--- src/rtl/enemy_swarm_controller_pkg.sv ---
// enemy_pkg: shared types and constants for the enemy swarm controller.
//   COORD_W    - width of an on-screen coordinate
//   CNT_W      - width of the per-enemy tick counter (launch, death, re-entry)
//   DX_W       - width of the signed per-tick x step
//   next_pos_t - signed 11-bit type for the position after one move
//   enemy_state_e / ST_* - per-enemy FSM encoding
//   spawn_x()  - spawn column for an enemy index, clamped to the right wall
package enemy_pkg;

  localparam int COORD_W = 10;
  localparam int CNT_W   = 12;
  localparam int DX_W    = 6;

  typedef logic signed [COORD_W:0] next_pos_t;

  typedef enum logic [2:0] {
    S_IDLE   = 3'd0,
    S_WAIT   = 3'd1,
    S_ACTIVE = 3'd2,
    S_DYING  = 3'd3,
    S_DONE   = 3'd4
  } enemy_state_e;

  localparam logic [2:0] ST_IDLE   = S_IDLE;
  localparam logic [2:0] ST_WAIT   = S_WAIT;
  localparam logic [2:0] ST_ACTIVE = S_ACTIVE;
  localparam logic [2:0] ST_DYING  = S_DYING;
  localparam logic [2:0] ST_DONE   = S_DONE;

  function automatic logic [COORD_W-1:0] spawn_x(input int idx, input int x0,
                                                 input int x_step, input int x_max);
    int v;
    v = x0 + idx * x_step;
    if (v > x_max) v = x_max;
    return COORD_W'(v);
  endfunction

endpackage

--- src/rtl/enemy_swarm_controller_if.sv ---
// enemy_swarm_controller_if: game-side bundle of the swarm controller.
//   master: drives frame_tick, wave_start, kill_valid/kill_idx; reads
//           positions, alive/dying flags, kill_ack, escape_pulse, wave_done,
//           state_dbg (3 bits per enemy, enemy i at [3i+2:3i]).
//   slave : the controller side.
// Handshake: kill_valid is a one-cycle strobe with no backpressure (there is
// no ready). kill_idx is only meaningful while kill_valid is high. If the
// addressed enemy is ACTIVE the kill is taken and kill_ack pulses for exactly
// one cycle on the following cycle; otherwise the request is dropped silently.
interface enemy_swarm_controller_if #(parameter int N_ENEMY = 4);
  logic                    frame_tick;
  logic                    wave_start;
  logic                    kill_valid;
  logic [3:0]              kill_idx;
  logic [10*N_ENEMY-1:0]   enemy_x;
  logic [10*N_ENEMY-1:0]   enemy_y;
  logic [N_ENEMY-1:0]      enemy_alive;
  logic [N_ENEMY-1:0]      enemy_dying;
  logic                    kill_ack;
  logic                    escape_pulse;
  logic                    wave_done;
  logic [3*N_ENEMY-1:0]    state_dbg;

  modport master (
    output frame_tick, wave_start, kill_valid, kill_idx,
    input  enemy_x, enemy_y, enemy_alive, enemy_dying,
    input  kill_ack, escape_pulse, wave_done, state_dbg
  );

  modport slave (
    input  frame_tick, wave_start, kill_valid, kill_idx,
    output enemy_x, enemy_y, enemy_alive, enemy_dying,
    output kill_ack, escape_pulse, wave_done, state_dbg
  );
endinterface

--- src/rtl/enemy_swarm_controller_unit.sv ---
// enemy_unit: one enemy's FSM, position, direction and tick counter.
//   clk25, reset_enemy_n - clock, synchronous active-low reset
//   frame_tick   - advance motion/counters
//   wave_go      - accepted wave start (only ever seen in IDLE/DONE)
//   kill         - kill request addressed to this enemy
//   x, y         - current position
//   alive/dying/done/idle_or_done - state decodes
//   kill_hit     - kill accepted this cycle
//   escape_evt   - escape happens at this edge
//   state_dbg    - raw FSM state
// Config macro: ENEMY_RESPAWN_EN (escape re-enters through WAIT instead of DONE).
module enemy_unit
  import enemy_pkg::*;
#(
  parameter int IDX           = 0,
  parameter int SCREEN_W      = 640,
  parameter int SPRITE_W      = 32,
  parameter int Y_FINISH      = 448,
  parameter int SPEED         = 2,
  parameter int X0            = 128,
  parameter int X_STEP        = 160,
  parameter int SPAWN_GAP     = 30,
  parameter int DYING_TICKS   = 8,
  parameter int RESPAWN_TICKS = 60
) (
  input  logic               clk25,
  input  logic               reset_enemy_n,
  input  logic               frame_tick,
  input  logic               wave_go,
  input  logic               kill,
  output logic [COORD_W-1:0] x,
  output logic [COORD_W-1:0] y,
  output logic               alive,
  output logic               dying,
  output logic               done,
  output logic               idle_or_done,
  output logic               kill_hit,
  output logic               escape_evt,
  output logic [2:0]         state_dbg
);

  localparam int                     X_MAX    = SCREEN_W - SPRITE_W;
  localparam logic [COORD_W-1:0]     SPAWN_X  = spawn_x(IDX, X0, X_STEP, X_MAX);
  localparam logic signed [DX_W-1:0] SPD      = DX_W'(SPEED);
  localparam logic signed [DX_W-1:0] SPAWN_DX = (IDX % 2 == 0) ? SPD : -SPD;
  localparam logic [CNT_W-1:0]       WAIT0    = CNT_W'(IDX * SPAWN_GAP);
  localparam logic [CNT_W-1:0]       DYING0   = CNT_W'(DYING_TICKS);
  localparam logic [CNT_W-1:0]       RESP0    = CNT_W'(RESPAWN_TICKS);

  logic [2:0]              state;
  logic [CNT_W-1:0]        cnt;
  logic signed [DX_W-1:0]  dx;

  logic                    activate;
  logic                    move_now;
  logic [COORD_W-1:0]      base_x;
  logic [COORD_W-1:0]      base_y;
  logic [COORD_W-1:0]      mv_x;
  logic signed [DX_W-1:0]  base_dx;
  logic signed [DX_W-1:0]  mv_dx;
  next_pos_t               nx;
  next_pos_t               ny;

  // Launch tick: reload spawn position/direction and take the first step in
  // the same tick, so the enemy appears one step in from its spawn point.
  always_comb begin
    activate = (state == ST_WAIT) && (cnt == '0);
    base_x   = activate ? SPAWN_X : x;
    base_y   = activate ? '0 : y;
    base_dx  = activate ? SPAWN_DX : dx;
    nx = $signed({1'b0, base_x}) +
         $signed({{(COORD_W + 1 - DX_W){base_dx[DX_W-1]}}, base_dx});
    ny = $signed({1'b0, base_y}) + next_pos_t'(SPEED);
    mv_x  = nx[COORD_W-1:0];
    mv_dx = base_dx;
    if (nx < 0) begin
      mv_x  = '0;
      mv_dx = SPD;
    end else if (nx > next_pos_t'(X_MAX)) begin
      mv_x  = COORD_W'(X_MAX);
      mv_dx = -SPD;
    end
    // A kill in the same cycle as a tick suppresses the move entirely.
    move_now   = frame_tick && (activate || ((state == ST_ACTIVE) && !kill));
    kill_hit   = kill && (state == ST_ACTIVE);
    escape_evt = move_now && (ny >= next_pos_t'(Y_FINISH));
  end

  always_ff @(posedge clk25) begin
    if (!reset_enemy_n) begin
      state <= ST_IDLE;
      cnt   <= '0;
      x     <= SPAWN_X;
      y     <= '0;
      dx    <= SPAWN_DX;
    end else begin
      case (state)
        ST_IDLE, ST_DONE: begin
          if (wave_go) begin
            state <= ST_WAIT;
            cnt   <= WAIT0;
          end
        end
        ST_WAIT: begin
          if (frame_tick && (cnt != '0)) cnt <= cnt - 1'b1;
        end
        ST_ACTIVE: begin
          if (kill) begin
            state <= ST_DYING;
            cnt   <= DYING0;
          end
        end
        ST_DYING: begin
          if (frame_tick) begin
            if (cnt <= CNT_W'(1)) begin
              state <= ST_DONE;
              cnt   <= '0;
            end else begin
              cnt <= cnt - 1'b1;
            end
          end
        end
        default: state <= ST_IDLE;
      endcase

      if (move_now) begin
        x  <= mv_x;
        dx <= mv_dx;
        if (escape_evt) begin
          // y holds at the last on-field row. The re-entry delay is preloaded
          // here; it is only consumed when the enemy re-enters through WAIT.
          cnt <= RESP0;
`ifdef ENEMY_RESPAWN_EN
          state <= ST_WAIT;
`else
          state <= ST_DONE;
`endif
        end else begin
          y     <= ny[COORD_W-1:0];
          state <= ST_ACTIVE;
        end
      end
    end
  end

  assign alive        = (state == ST_ACTIVE);
  assign dying        = (state == ST_DYING);
  assign done         = (state == ST_DONE);
  assign idle_or_done = (state == ST_IDLE) || (state == ST_DONE);
  assign state_dbg    = state;

endmodule

--- src/rtl/enemy_swarm_controller.sv ---
// enemy_swarm_controller: wave-based motion controller for N_ENEMY enemies.
//   clk25         - 25 MHz pixel clock
//   reset_enemy_n - synchronous active-low reset
//   bus (slave)   - frame_tick, wave_start, kill_valid/kill_idx in;
//                   enemy_x/enemy_y (10 bits per enemy), enemy_alive,
//                   enemy_dying, kill_ack, escape_pulse, wave_done,
//                   state_dbg out
// Config macro: ENEMY_RESPAWN_EN (escaped enemies re-enter after RESPAWN_TICKS).
module enemy_swarm_controller
  import enemy_pkg::*;
#(
  parameter int N_ENEMY       = 4,
  parameter int SCREEN_W      = 640,
  parameter int SPRITE_W      = 32,
  parameter int Y_FINISH      = 448,
  parameter int SPEED         = 2,
  parameter int X0            = 128,
  parameter int X_STEP        = 160,
  parameter int SPAWN_GAP     = 30,
  parameter int DYING_TICKS   = 8,
  parameter int RESPAWN_TICKS = 60
) (
  input logic                     clk25,
  input logic                     reset_enemy_n,
  enemy_swarm_controller_if.slave bus
);

  logic [N_ENEMY-1:0] idle_or_done;
  logic [N_ENEMY-1:0] done;
  logic [N_ENEMY-1:0] kill_hit;
  logic [N_ENEMY-1:0] escape_evt;
  logic               wave_go;

  // A wave is only accepted when no enemy is mid-flight.
  assign wave_go = bus.wave_start && (&idle_or_done);

  for (genvar i = 0; i < N_ENEMY; i++) begin : g_unit
    logic kill_i;
    // kill_idx values >= N_ENEMY match no unit and are dropped.
    assign kill_i = bus.kill_valid && (bus.kill_idx == 4'(i));

    enemy_unit #(
      .IDX          (i),
      .SCREEN_W     (SCREEN_W),
      .SPRITE_W     (SPRITE_W),
      .Y_FINISH     (Y_FINISH),
      .SPEED        (SPEED),
      .X0           (X0),
      .X_STEP       (X_STEP),
      .SPAWN_GAP    (SPAWN_GAP),
      .DYING_TICKS  (DYING_TICKS),
      .RESPAWN_TICKS(RESPAWN_TICKS)
    ) u_unit (
      .clk25        (clk25),
      .reset_enemy_n(reset_enemy_n),
      .frame_tick   (bus.frame_tick),
      .wave_go      (wave_go),
      .kill         (kill_i),
      .x            (bus.enemy_x[COORD_W*i +: COORD_W]),
      .y            (bus.enemy_y[COORD_W*i +: COORD_W]),
      .alive        (bus.enemy_alive[i]),
      .dying        (bus.enemy_dying[i]),
      .done         (done[i]),
      .idle_or_done (idle_or_done[i]),
      .kill_hit     (kill_hit[i]),
      .escape_evt   (escape_evt[i]),
      .state_dbg    (bus.state_dbg[3*i +: 3])
    );
  end

  always_ff @(posedge clk25) begin
    if (!reset_enemy_n) begin
      bus.kill_ack     <= 1'b0;
      bus.escape_pulse <= 1'b0;
      bus.wave_done    <= 1'b0;
    end else begin
      bus.kill_ack     <= |kill_hit;
      bus.escape_pulse <= |escape_evt;
      // Cleared straight away by an accepted wave, so it never lingers
      // while the new wave's enemies are still leaving DONE.
      bus.wave_done    <= wave_go ? 1'b0 : (&done);
    end
  end

endmodule

--- src/flat_wrapper.sv ---
// flat-port wrapper written by rule: the top's interface ports become plain ports
module enemy_swarm_controller_flat import enemy_pkg::*;
#(
  parameter int N_ENEMY       = 4,
  parameter int SCREEN_W      = 640,
  parameter int SPRITE_W      = 32,
  parameter int Y_FINISH      = 448,
  parameter int SPEED         = 2,
  parameter int X0            = 128,
  parameter int X_STEP        = 160,
  parameter int SPAWN_GAP     = 30,
  parameter int DYING_TICKS   = 8,
  parameter int RESPAWN_TICKS = 60
)
  (clk25, reset_enemy_n, bus_frame_tick, bus_wave_start, bus_kill_valid, bus_kill_idx, bus_enemy_x, bus_enemy_y, bus_enemy_alive, bus_enemy_dying, bus_kill_ack, bus_escape_pulse, bus_wave_done, bus_state_dbg);
  enemy_swarm_controller_if #(.N_ENEMY(N_ENEMY)) bus_i ();
  input logic clk25;
  input logic reset_enemy_n;
  input wire logic [$bits(bus_i.frame_tick)-1:0] bus_frame_tick;
  input wire logic [$bits(bus_i.wave_start)-1:0] bus_wave_start;
  input wire logic [$bits(bus_i.kill_valid)-1:0] bus_kill_valid;
  input wire logic [$bits(bus_i.kill_idx)-1:0] bus_kill_idx;
  output wire logic [$bits(bus_i.enemy_x)-1:0] bus_enemy_x;
  output wire logic [$bits(bus_i.enemy_y)-1:0] bus_enemy_y;
  output wire logic [$bits(bus_i.enemy_alive)-1:0] bus_enemy_alive;
  output wire logic [$bits(bus_i.enemy_dying)-1:0] bus_enemy_dying;
  output wire logic [$bits(bus_i.kill_ack)-1:0] bus_kill_ack;
  output wire logic [$bits(bus_i.escape_pulse)-1:0] bus_escape_pulse;
  output wire logic [$bits(bus_i.wave_done)-1:0] bus_wave_done;
  output wire logic [$bits(bus_i.state_dbg)-1:0] bus_state_dbg;
  assign bus_i.frame_tick = bus_frame_tick;
  assign bus_i.wave_start = bus_wave_start;
  assign bus_i.kill_valid = bus_kill_valid;
  assign bus_i.kill_idx = bus_kill_idx;
  assign bus_enemy_x = bus_i.enemy_x;
  assign bus_enemy_y = bus_i.enemy_y;
  assign bus_enemy_alive = bus_i.enemy_alive;
  assign bus_enemy_dying = bus_i.enemy_dying;
  assign bus_kill_ack = bus_i.kill_ack;
  assign bus_escape_pulse = bus_i.escape_pulse;
  assign bus_wave_done = bus_i.wave_done;
  assign bus_state_dbg = bus_i.state_dbg;
  enemy_swarm_controller #(.N_ENEMY(N_ENEMY), .SCREEN_W(SCREEN_W), .SPRITE_W(SPRITE_W), .Y_FINISH(Y_FINISH), .SPEED(SPEED), .X0(X0), .X_STEP(X_STEP), .SPAWN_GAP(SPAWN_GAP), .DYING_TICKS(DYING_TICKS), .RESPAWN_TICKS(RESPAWN_TICKS)) u_core (.clk25(clk25), .reset_enemy_n(reset_enemy_n), .bus(bus_i));
endmodule
--- config.mk ---
export PLATFORM = sky130hd
export DESIGN_NAME = enemy_swarm_controller_flat
export DESIGN_NICKNAME = d
export VERILOG_FILES = /design/src/rtl/enemy_swarm_controller_pkg.sv /design/src/rtl/enemy_swarm_controller_if.sv /design/src/rtl/enemy_swarm_controller_unit.sv /design/src/rtl/enemy_swarm_controller.sv /design/src/flat_wrapper.sv
export SDC_FILE = /design/constraint.sdc
export NUM_CORES = 1
export LEC_CHECK = 0
export ABC_AREA = 0
export CORE_UTILIZATION = 50
export CTS_CLUSTER_DIAMETER = 30
export DETAILED_ROUTE_END_ITERATION = 16
export GPL_ROUTABILITY_DRIVEN = 0
export GPL_TIMING_DRIVEN = 1
export PLACE_DENSITY_LB_ADDON = 0.12
export SYNTH_ARGS = -nofsm -noshare
export SYNTH_HDL_FRONTEND = slang
export SYNTH_SLANG_ARGS = --single-unit
--- constraint.sdc ---
create_clock -name clk25 -period 5.61 [get_ports clk25]
set_clock_uncertainty 0.15 [all_clocks]
set_input_delay 1.122 -clock clk25 [delete_from_list [all_inputs] [get_ports clk25]]
set_output_delay 1.122 -clock clk25 [all_outputs]
set_load 0.02 [all_outputs]
* Word level (Yosys, flattened, before mapping) *
Index checks and enable logic that the tools add are counted.

storage, ports and cells
  register bits = 167
  logic and storage cells = 251
  output and inout bits = 103

operators by class
  eq/ne operators = 39
  add/sub/neg operators = 12
  reductions and logical operators = 71
  mux-type cells = 85
  bitwise logic cells = 5
  order comparisons = 16

operators by type and width
  kind                     number
  $mux W12                 28
  $pmux W12 S4             4
  $mux W10                 16
  $mux W6                  12
  $mux W3                  21
  $le A12 B1 Y1 const B    4
  $logic_not A12 Y1        4
  $pmux W3 S4              4
  $reduce_bool A12 Y1      4
  $sub A12 B1 Y12 const B  4
  $add A10 B2 Y11 const B  4
  $add A11 B6 Y11          4
  $ge A11 B10 Y1 const B   4
  $gt A11 B11 Y1 const B   4
  $lt A11 B1 Y1 const B    4
  $ne A3 B2 Y1 const B     12
  $logic_and A1 B1 Y1      29
  $eq A3 B2 Y1 const B     8
  $reduce_and A5 Y1        4
  $eq A3 B1 Y1 const B     4
  $eq A3 B3 Y1 const B     4
  $logic_not A3 Y1         4
  $ne A3 B1 Y1 const B     4
  $reduce_or A2 Y1         5
  other kinds (10)         33

* Logic depth before layout (Yosys ltp) *
Gate-level depths: netlist (run 1).

  word-level depth = 9
  gate-level depth with buffers = 19

* Cells and area by module *
From an unflattened synthesis (run 1), not the netlist that was laid out.

unflattened totals
  cells, all modules = 1527
  area, all modules = 12092.8 um^2

by module, submodules not included
  module                                area an instance (um^2)  times used  sequential area each (um^2)  cells an instance
  enemy_unit (u_core.g_unit[1].u_unit)  3131.8                   1           820.8                        397
  enemy_unit (u_core.g_unit[2].u_unit)  3081.7                   1           820.8                        397
  enemy_unit (u_core.g_unit[0].u_unit)  2894.0                   1           820.8                        359
  enemy_unit (u_core.g_unit[3].u_unit)  2817.7                   1           820.8                        357
  enemy_swarm_controller                167.7                    1           60.1                         17

* Worst setup path after synthesis (run 1) *
OpenSTA, ideal clock, no wires.

  kind = flip-flop to flip-flop
  start = register u_core.g_unit[0].u_unit.cnt[5]
  end = register u_core.g_unit[0].u_unit.x[2]
  path slack = 490 ps
  arrival time = 4853 ps
  stages on the path, launching flop included = 18
  required time = 5343 ps
  setup time = 117 ps
  period minus slack after synthesis = 5120 ps
  cells stage by stage = dfxtp_1 -> clkbuf_1 -> or4_1 -> or4_1 -> clkbuf_1 -> clkbuf_1 -> clkbuf_1 -> and2_1 -> ha_1 -> fa_1 -> a21o_1 -> a21o_1 -> maj3_1 -> a31oi_1 -> xor2_1 -> o311ai_0 -> a21oi_1 -> a22o_1

on the way
  longest elaborated chain between the ends = 7
  elaborated cells on any way between the ends = 11
  classes of those cells = 1 x add/sub; 2 x order compare; 4 x mux; 4 x reduce/logical

RTL lines
  element                              line                                                                  source
  start: declaration                   enemy_swarm_controller_unit.sv:51                                     logic [CNT_W-1:0] cnt;
  start signal: assignment             enemy_swarm_controller_unit.sv:105                                    if (frame_tick && (cnt != '0)) cnt <= cnt - 1'b1;
  start signal: assignment             enemy_swarm_controller_unit.sv:119                                    cnt <= cnt - 1'b1;
  $logic_not A12 Y1 (*)                enemy_swarm_controller_unit.sv:67                                     activate = (state == ST_WAIT) && (cnt == '0);
  $logic_and A1 B1 Y1 (*)              enemy_swarm_controller_unit.sv:67
  $mux W10 or $mux W6 (tied branches)  enemy_swarm_controller_unit.sv:68, enemy_swarm_controller_unit.sv:70
  $add A11 B6 Y11                      enemy_swarm_controller_unit.sv:71                                     nx = $signed({1'b0, base_x}) +
  $gt A11 B11 Y1                       enemy_swarm_controller_unit.sv:79                                     end else if (nx > next_pos_t'(X_MAX)) begin
  $mux W10                             enemy_swarm_controller_unit.sv:79
  $mux W10                             enemy_swarm_controller_unit.sv:76                                     if (nx < 0) begin
  end signal: assignment               enemy_swarm_controller_unit.sv:127                                    x <= mv_x;
  end: declaration                     enemy_swarm_controller_unit.sv:31                                     output logic [COORD_W-1:0] x,

Mark *: on every way between the ends. The rest lies on a longest branch, timed or not.
A chain may end at the register's enable or synchronous reset.

* Final worst setup path (run 1) *
  start = register u_core.g_unit[0].u_unit.cnt[0]
  end = register u_core.g_unit[0].u_unit.dx[1]

on the way
  longest elaborated chain between the ends = 7
  elaborated cells on any way between the ends = 11
  classes of those cells = 1 x add/sub; 2 x order compare; 4 x mux; 4 x reduce/logical

RTL lines
  element                              line                                                                  source
  $logic_not A12 Y1 (*)                enemy_swarm_controller_unit.sv:67
  $logic_and A1 B1 Y1 (*)              enemy_swarm_controller_unit.sv:67
  $mux W10 or $mux W6 (tied branches)  enemy_swarm_controller_unit.sv:68, enemy_swarm_controller_unit.sv:70
  $add A11 B6 Y11                      enemy_swarm_controller_unit.sv:71
  $gt A11 B11 Y1                       enemy_swarm_controller_unit.sv:79
  $mux W6                              enemy_swarm_controller_unit.sv:79
  $mux W6                              enemy_swarm_controller_unit.sv:76
  end signal: assignment               enemy_swarm_controller_unit.sv:128                                    dx <= mv_dx;
  end: declaration                     enemy_swarm_controller_unit.sv:52                                     logic signed [DX_W-1:0] dx;

Marked as above.

==> results of run 1 <==
[power by group through the flow]
stage,clock (mW),sequential [mW],combinational (mW)
final,1.32,1.59,3.14
after global placement,0,1.61,3.06
after floorplan,0,1.61,2.29
after CTS,1.33,1.58,3.11
after detailed placement,0,1.61,3.10
after global routing,1.38,1.61,3.46
[sequential cells by signal, summed over array words and instances (netlist names)]
signal and cells:
u_core.bus.escape_pulse 1, u_core.bus.kill_ack 1, u_core.bus.wave_done 1, u_core.g_unit.u_unit.cnt 48
u_core.g_unit.u_unit.dx 24, u_core.g_unit.u_unit.state_dbg 12, u_core.g_unit.u_unit.x 40, u_core.g_unit.u_unit.y 40
[cell usage after synthesis (all sizes together), types with 24 or more instances]
master / count
nand2: 129
a21oi: 136
clkbuf: 68
nor2: 160
inv: 37
a31oi: 25
and2: 48
nor4: 26
ha: 48
dfxtp: 167
nand3: 30
nor3: 50
nand2b: 27
nor2b: 24
o21ai: 109
[stage by stage]
step	instances	power (mW)	worst slack [ps]	area (um2)	hold WS (ps)
floorplan	1491	3.89	490	11300	260
global placement	1824	4.67	670	12600	277
detailed placement	1824	4.70	528	12600	280
CTS	1854	6.02	478	13200	289
global route	1854	6.45	129	13200	299
finish	1855	6.04	480	13200	289
[worst paths after layout]
path                                                      to  cells after the start
hold / removal    u_core.g_unit[0].u_unit.dx[0]$_SDFFE_PN0P_                      1
setup reg to reg  u_core.g_unit[0].u_unit.dx[1]$_SDFFE_PN1P_                     16
hold reg to reg   u_core.g_unit[0].u_unit.dx[0]$_SDFFE_PN0P_                      1
setup / recovery  u_core.g_unit[0].u_unit.dx[1]$_SDFFE_PN1P_                     16
[metal layers]
layer | GRT usage, % | routed length, um | up-vias
li1 | - | - | 5666
met2 | 43.2 | 14400 | 358
met3 | 3.75 | 1650 | 41
met4 | 9.18 | 680 | 0
met1 | 34.9 | 14600 | 5457
met5 | 0 | 0 | -
[final cells by class]
type | instances | area, um2
Clock buffer | 19 | 453
Clock inverter | 11 | 198
Sequential cell | 167 | 3340
Antenna cell | 1 | 2.50
Inverter | 38 | 143
Timing Repair Buffer | 136 | 1290
Multi-Input combinational cell | 1203 | 7460
Fill cell | 2032 | 8710
Tap cell | 280 | 350
[placed cells by master (no fill, tap or decap), types with 9 or more instances in the layout]
cell type        instances
nor2_1                 159
nand2_1                129
nand4_1                 21
a211oi_1                17
nand2b_1                27
nor4_1                  24
or3_1                   18
ha_1                    48
or2_2                   16
and2_1                  46
nor3_1                  50
a22o_1                  14
and3_1                  20
buf_4                   25
a21oi_1                136
a311oi_1                11
o21ai_0                106
inv_1                   37
nor3b_1                  9
nand3_1                 30
a21o_1                  21
a31oi_1                 25
xnor2_1                 17
nor2b_1                 24
mux2i_1                  9
xor2_1                  16
or4_1                   10
clkbuf_16               17
o211ai_1                11
o21a_1                  12
dfxtp_1                167
o31ai_1                 20
a32o_1                  13
clkdlybuf4s50_1        110
[kinds of logic (layout without fill, tap and decap cells)]
logic type,count (synthesis),after routing
multiplexers,9,9
flip-flops,167,167
XOR/XNOR,33,33
AND/OR/NAND/NOR,617,617
buffers and inverters,121,204
AO/OA/AOI/OAI,488,488
other,0,1
adder cells (fa/ha/maj),56,56
==> results.md, run 1 <==
* Status: complete, but fails checks
* Failing checks: DRC
* Tmin final at 5130 ps
* Setup Crit Path Kind: flip-flop to flip-flop
* Main flop type after synthesis: dfxtp_1
* Hpwl dp at 22.5 mm
* Post-synth ARST share at 0%
* Clock root buffer: clkbuf_16
* Mux contribution to synthesized area at 0.798%
* Reg clk slew, reported paths at 70 ps
* Period utilisation layout at 91.4%
* Final core utilization at 60.3%
* Total CTS buffers at 17
* Post-DRT Antenna Nets at 0
* Vias in the first global route at 10200
* Die X at 152 um
* Largest net degree at the start of global routing at 41
* Hold Violations, Final at 0
* Launch point of the worst reg-to-reg path: u_core.g_unit[0].u_unit.cnt[0]$_SDFF_PN0_
* RSZ-0062 raised after global routing: no
* Count of final max-slew check failures at 0
* Slew headroom at 29.4%
* Nets at 1624
* Slowest stage delay, CP at 660 ps
* Starting DRC count in detailed routing at 766
* Site Rows at 54
* Main combinational cell family by area after synthesis: compound AO/OA/AOI/OAI gates
* Post-synth top area share at 29.6%
* Drt first pass iters at 11
* I/O pin cnt at 112
* Final setup fails at 0
* Starting density of the core at 51.4%
* Seq cells post-synth at 167
* Vias post-DR at 11500
* Crit path cell chain: inv_1 -> ha_1 -> or4bb_1 -> or4_1 -> and2_1 -> ha_1 -> fa_1 -> a21o_1 -> a21o_1 -> maj3_1 -> and3_1 -> o211ai_1 -> o311ai_0 -> buf_4 -> a211oi_1 -> o21bai_1
* Post-synth top area cell: dfxtp_1
* TritonCTS clock tree: done
* Worst-margin pin slew at 1050 ps
* Number of I/O port buffers at 111
* Clock latency on the worst-skew pair at 440 ps
* Leak at 5.03 nW
* Chip height at 152 um
* Number of flops mapped to enable cells by yosys at 0
* Synth warn at 0
* Clock group share of total power at 21.8%
* Hold bufs inserted after CTS at 0
* Core Area at 22000 um2
* Post-Synth Adder-Cell Area at 6.38%
* Synth area leaders: dfxtp_1 (30%), a21oi_1 (6.0%), ha_1 (5.3%)
* Fin Setup TNS at 0 ps
* Switch share at 43.6%
* CTS sink cnt at 167
* Total gr overflow at 0
* Full die area at 23200 um2
* Netlist Area Pre-Place at 11300 um2
* Power density over the cells at 456 nW/um2
* Routed len/inst at 16.9 um
* CTS H-tree lvls at 4
* Arrival time at the worst endpoint at 5280 ps
* Hold Crit Start: u_core.g_unit[0].u_unit.dx[0]$_SDFFE_PN0P_
* Ratio of cells with drive above 1 in the final layout at 5.97%
* Sequential area share after synthesis at 29.6%
* Syn Nets at 1552
* Crit path max-delay cell type: or4_1
* Critical Path RT at 5760 ps
* Internal Power at 3.41 mW
* Fmax achieved at 0.195 GHz
* Post-synth cell types at 83
* MaxCap Viol Count at 0
* CP endpoint kind: flip-flop
* Synth Area in Compound Gates at 28.5%
* Hold Crit Class: flip-flop to flip-flop
* VDD IR-drop max at 0.181 mV
* Psw at 2.64 mW
* Gate Count Post-Synth at 1491
* Largest delay share family, worst path: simple AND/OR/NAND/NOR gates
* Simple-gate share of the synthesized area at 27.8%
* CTS Buffer Depth at 2
* Maximum fanout along the worst path at 15
* Area growth from synthesis to layout at 17.3%
* GR Util All Layers at 26.2%
* Post-synthesis area per instance at 7.57 um2
* Post-CTS setup buffers at 0
* Residual DRC at 16
* Flop-to-flop setup slack at 480 ps
* Logic pwr share at 51.9%
* Flop pwr share at 26.3%
* XOR/XNOR Fraction of Synth Area at 2.56%
* CTS-repair resized insts at 0
* Overall routed net length at 31.3 mm
* Crit path buffers/inverters at 2
* CP Launch Type: flip-flop
* Crit path from: u_core.g_unit[0].u_unit.cnt[0]$_SDFF_PN0_
* Initial antenna violation count at 1
* Via count normalized by instance count at 6.21
* First-pass GRT wire length at 50.5 mm
Power figures use the tool's default switching activity.
==> run 2, diff against run 1 <==
--- a/config.mk
+++ b/config.mk
@@ -6,7 +6,7 @@
 export NUM_CORES = 1
 export LEC_CHECK = 0
 export ABC_AREA = 0
-export CORE_UTILIZATION = 50
+export CORE_UTILIZATION = 57
 export CTS_CLUSTER_DIAMETER = 30
 export DETAILED_ROUTE_END_ITERATION = 16
 export GPL_ROUTABILITY_DRIVEN = 0
==> run 2 against run 1 <==
Net effect: the run now ends clean; routed wire length decreased by 1.3%; combinational power about the same; sequential power about the same; power decreased by 3.6%; die area decreased by 12%; final area decreased by 1.2%; worst setup slack improved by 84 ps; non-clock buffer count decreased by 4; global-route usage increased by 4.4 points; critical path type unchanged; critical endpoint is now u_core.g_unit[1].u_unit.x[7]$_SDFFE_PN0P_; largest cell class unchanged.
==> results.md, run 2 (synthesis gave the netlist of run 1 again) <==
* Status: complete, no violations (was complete, but fails checks)
* Site Rows at 51 (was 54)
* Worst-margin pin slew at 1210 ps (was 1050 ps)
* Fin Setup TNS at 0 ps (unchanged)
* Ratio of cells with drive above 1 in the final layout at 5.60% (was 5.97%)
* Post-CTS setup buffers at 0 (unchanged)
* Full die area at 20400 um2 (was 23200 um2)
* Starting DRC count in detailed routing at 743 (was 766)
* Routed len/inst at 16.8 um (was 16.9 um)
* Logic pwr share at 53.8% (was 51.9%)
* Fmax achieved at 0.198 GHz (was 0.195 GHz)
* Maximum fanout along the worst path at 15 (unchanged)
* Period utilisation layout at 89.9% (was 91.4%)
* Commonest non-fill, non-tap cells in the layout: dfxtp_1 (167), nor2_1 (159), a21oi_1 (136) (unchanged)
* Slew headroom at 18.5% (was 29.4%)
* Vias in the first global route at 10300 (was 10200)
* Residual DRC at 0 (was 16)
* RSZ-0062 raised after global routing: no (unchanged)
* Final setup fails at 0 (unchanged)
* Count of final max-slew check failures at 0 (unchanged)
* Hold bufs inserted after CTS at 0 (unchanged)
* Biggest register: u_core.g_unit.u_unit.cnt (unchanged)
* Switch share at 45.0% (was 43.6%)
* CP endpoint kind: flip-flop (unchanged)
* CTS sink cnt at 167 (unchanged)
* Tmin final at 5050 ps (was 5130 ps)
* Largest regs: u_core.g_unit.u_unit.cnt x48, u_core.g_unit.u_unit.x x40, u_core.g_unit.u_unit.y x40 (unchanged)
* Internal Power at 3.21 mW (was 3.41 mW)
* Die X at 143 um (was 152 um)
* CTS Buffer Depth at 2 (unchanged)
* Flop pwr share at 27.3% (was 26.3%)
* Reg clk slew, reported paths at 60 ps (was 70 ps)
* Critical Path RT at 5810 ps (was 5760 ps)
* Commonest non-fill, non-tap cell in the layout: dfxtp_1 (unchanged)
* Chip height at 143 um (was 152 um)
* Leak at 4.96 nW (was 5.03 nW)
* Arrival time at the worst endpoint at 5250 ps (was 5280 ps)
* N_diodes at 0 (was 1)
* CTS-repair resized insts at 0 (unchanged)
* Clock root buffer: clkbuf_16 (unchanged)
* Hold Slack at 300 ps (was 289 ps)
* Starting density of the core at 58.0% (was 51.4%)
* Post-DP Area at 12500 um2 (was 12600 um2)
* Clock group share of total power at 18.9% (was 21.8%)
* Setup Crit Path Kind: flip-flop to flip-flop (unchanged)
* CTS H-tree lvls at 4 (unchanged)
* GR Util All Layers at 30.5% (was 26.2%)
* Hold Violations, Final at 0 (unchanged)
* Vias post-DR at 11600 (was 11500)
* Area growth from synthesis to layout at 16.0% (was 17.3%)
* Max FFs per register at 48 (unchanged)
* Nets at 1620 (was 1624)
* Via count normalized by instance count at 6.30 (was 6.21)
* Total gr overflow at 0 (unchanged)
* Hold Crit Class: flip-flop to flip-flop (unchanged)
* VDD IR-drop max at 0.238 mV (was 0.181 mV)
* Fin cells at 1836 (was 1855)
* Number of I/O port buffers at 111 (unchanged)
* I/O pin cnt at 112 (unchanged)
* Overall routed net length at 30.9 mm (was 31.3 mm)
* Placed Cells at 1805 (was 1824)
* Core Area at 19500 um2 (was 22000 um2)
* Filler cell count at 1679 (was 2032)
* MaxCap Viol Count at 0 (unchanged)
* Psw at 2.62 mW (was 2.64 mW)
* Final Cell Area at 13100 um2 (was 13200 um2)
* Initial antenna violation count at 0 (was 1)
* Clock latency on the worst-skew pair at 430 ps (was 440 ps)
* First-pass GRT wire length at 50.5 mm (about the same)
* Largest net degree at the start of global routing at 33 (was 41)
* CP Launch Type: flip-flop (unchanged)
* Post-DRT Antenna Nets at 0 (unchanged)
* TritonCTS clock tree: done (unchanged)
* Hpwl dp at 22.2 mm (was 22.5 mm)
* Power density over the cells at 445 nW/um2 (was 456 nW/um2)
* Total CTS buffers at 17 (unchanged)
* Drt first pass iters at 5 (was 11)
## run 2: cell types whose count changed in the layout (fill, tap and decap cells not counted)
cell,previous run,this run
bufinv_16,5,0
buf_4,25,21
clkbuf_1,0,3
clkbuf_8,2,5
clkinv_4,3,0
clkinvlp_4,1,3
clkinv_2,1,2
diode_2,1,0
## run 2: layout make-up
type                       count  area (um2)  area share [%]
timing repair buffer         132        1260            9.65
sequential                   167        3340            25.5
multi-input combinational   1203        7460            57.0
clock buffer                  25         505            3.86
tap                          265         332            2.53
clock inverter                 6        41.3           0.315
inverter                      38         143            1.09
## run 2: worst paths after layout
| kind | startpoint | endpoint | slack [ps] | cells past startpoint |
|---|---|---|---|---|
| hold reg to reg | u_core.g_unit[0].u_unit.dx[0]$_SDFFE_PN0P_ | u_core.g_unit[0].u_unit.dx[0]$_SDFFE_PN0P_ | 300 | 1 |
| setup reg to reg | u_core.g_unit[1].u_unit.cnt[0]$_SDFF_PN0_ | u_core.g_unit[1].u_unit.x[7]$_SDFFE_PN0P_ | 560 | 16 |
| hold / removal | u_core.g_unit[0].u_unit.dx[0]$_SDFFE_PN0P_ | u_core.g_unit[0].u_unit.dx[0]$_SDFFE_PN0P_ | 300 | 1 |
| setup / recovery | u_core.g_unit[1].u_unit.cnt[0]$_SDFF_PN0_ | u_core.g_unit[1].u_unit.x[7]$_SDFFE_PN0P_ | 560 | 16 |
## run 2: worst max-delay path: stages (launching register included)
cell and delay, ps:
dfxtp_1 340, inv_1 120, ha_1 210, nor4b_1 330, and4_1 360, nand2_1 250
buf_4 270, and2_1 210, fa_1 470, a211oi_1 380, o22ai_1 160, a221oi_1 360
a21oi_1 160, a311oi_1 390, a2bb2oi_1 480, nand3_1 150, o21ai_0 190
## run 2: per-stage QoR
step	setup WS (ps)	util [%]	total power, mW
floorplan	490	-	3.89
global placement	834	64.4	4.63
detailed placement	655	64.4	4.68
global route	147	67.3	6.26
finish	564	67.3	5.83
CTS	614	67.3	5.80
## run 2: per-layer routing
layer,global-route usage [%],wire (um),up-vias
li1,-,-,5671
met1,38.7,13600,5478
met2,52.8,15000,382
met3,4.49,1810,38
met4,10.2,541,0
met5,0,0,-
## run 2: power groups by stage
stage	clock, mW	combinational, mW	sequential, mW
5_1_grt	1.16	3.47	1.62
6_report	1.10	3.13	1.59
4_1_cts	1.12	3.10	1.58
2_1_floorplan	0	2.29	1.61
3_5_place_dp	0	3.07	1.61
3_3_place_gp	0	3.02	1.60
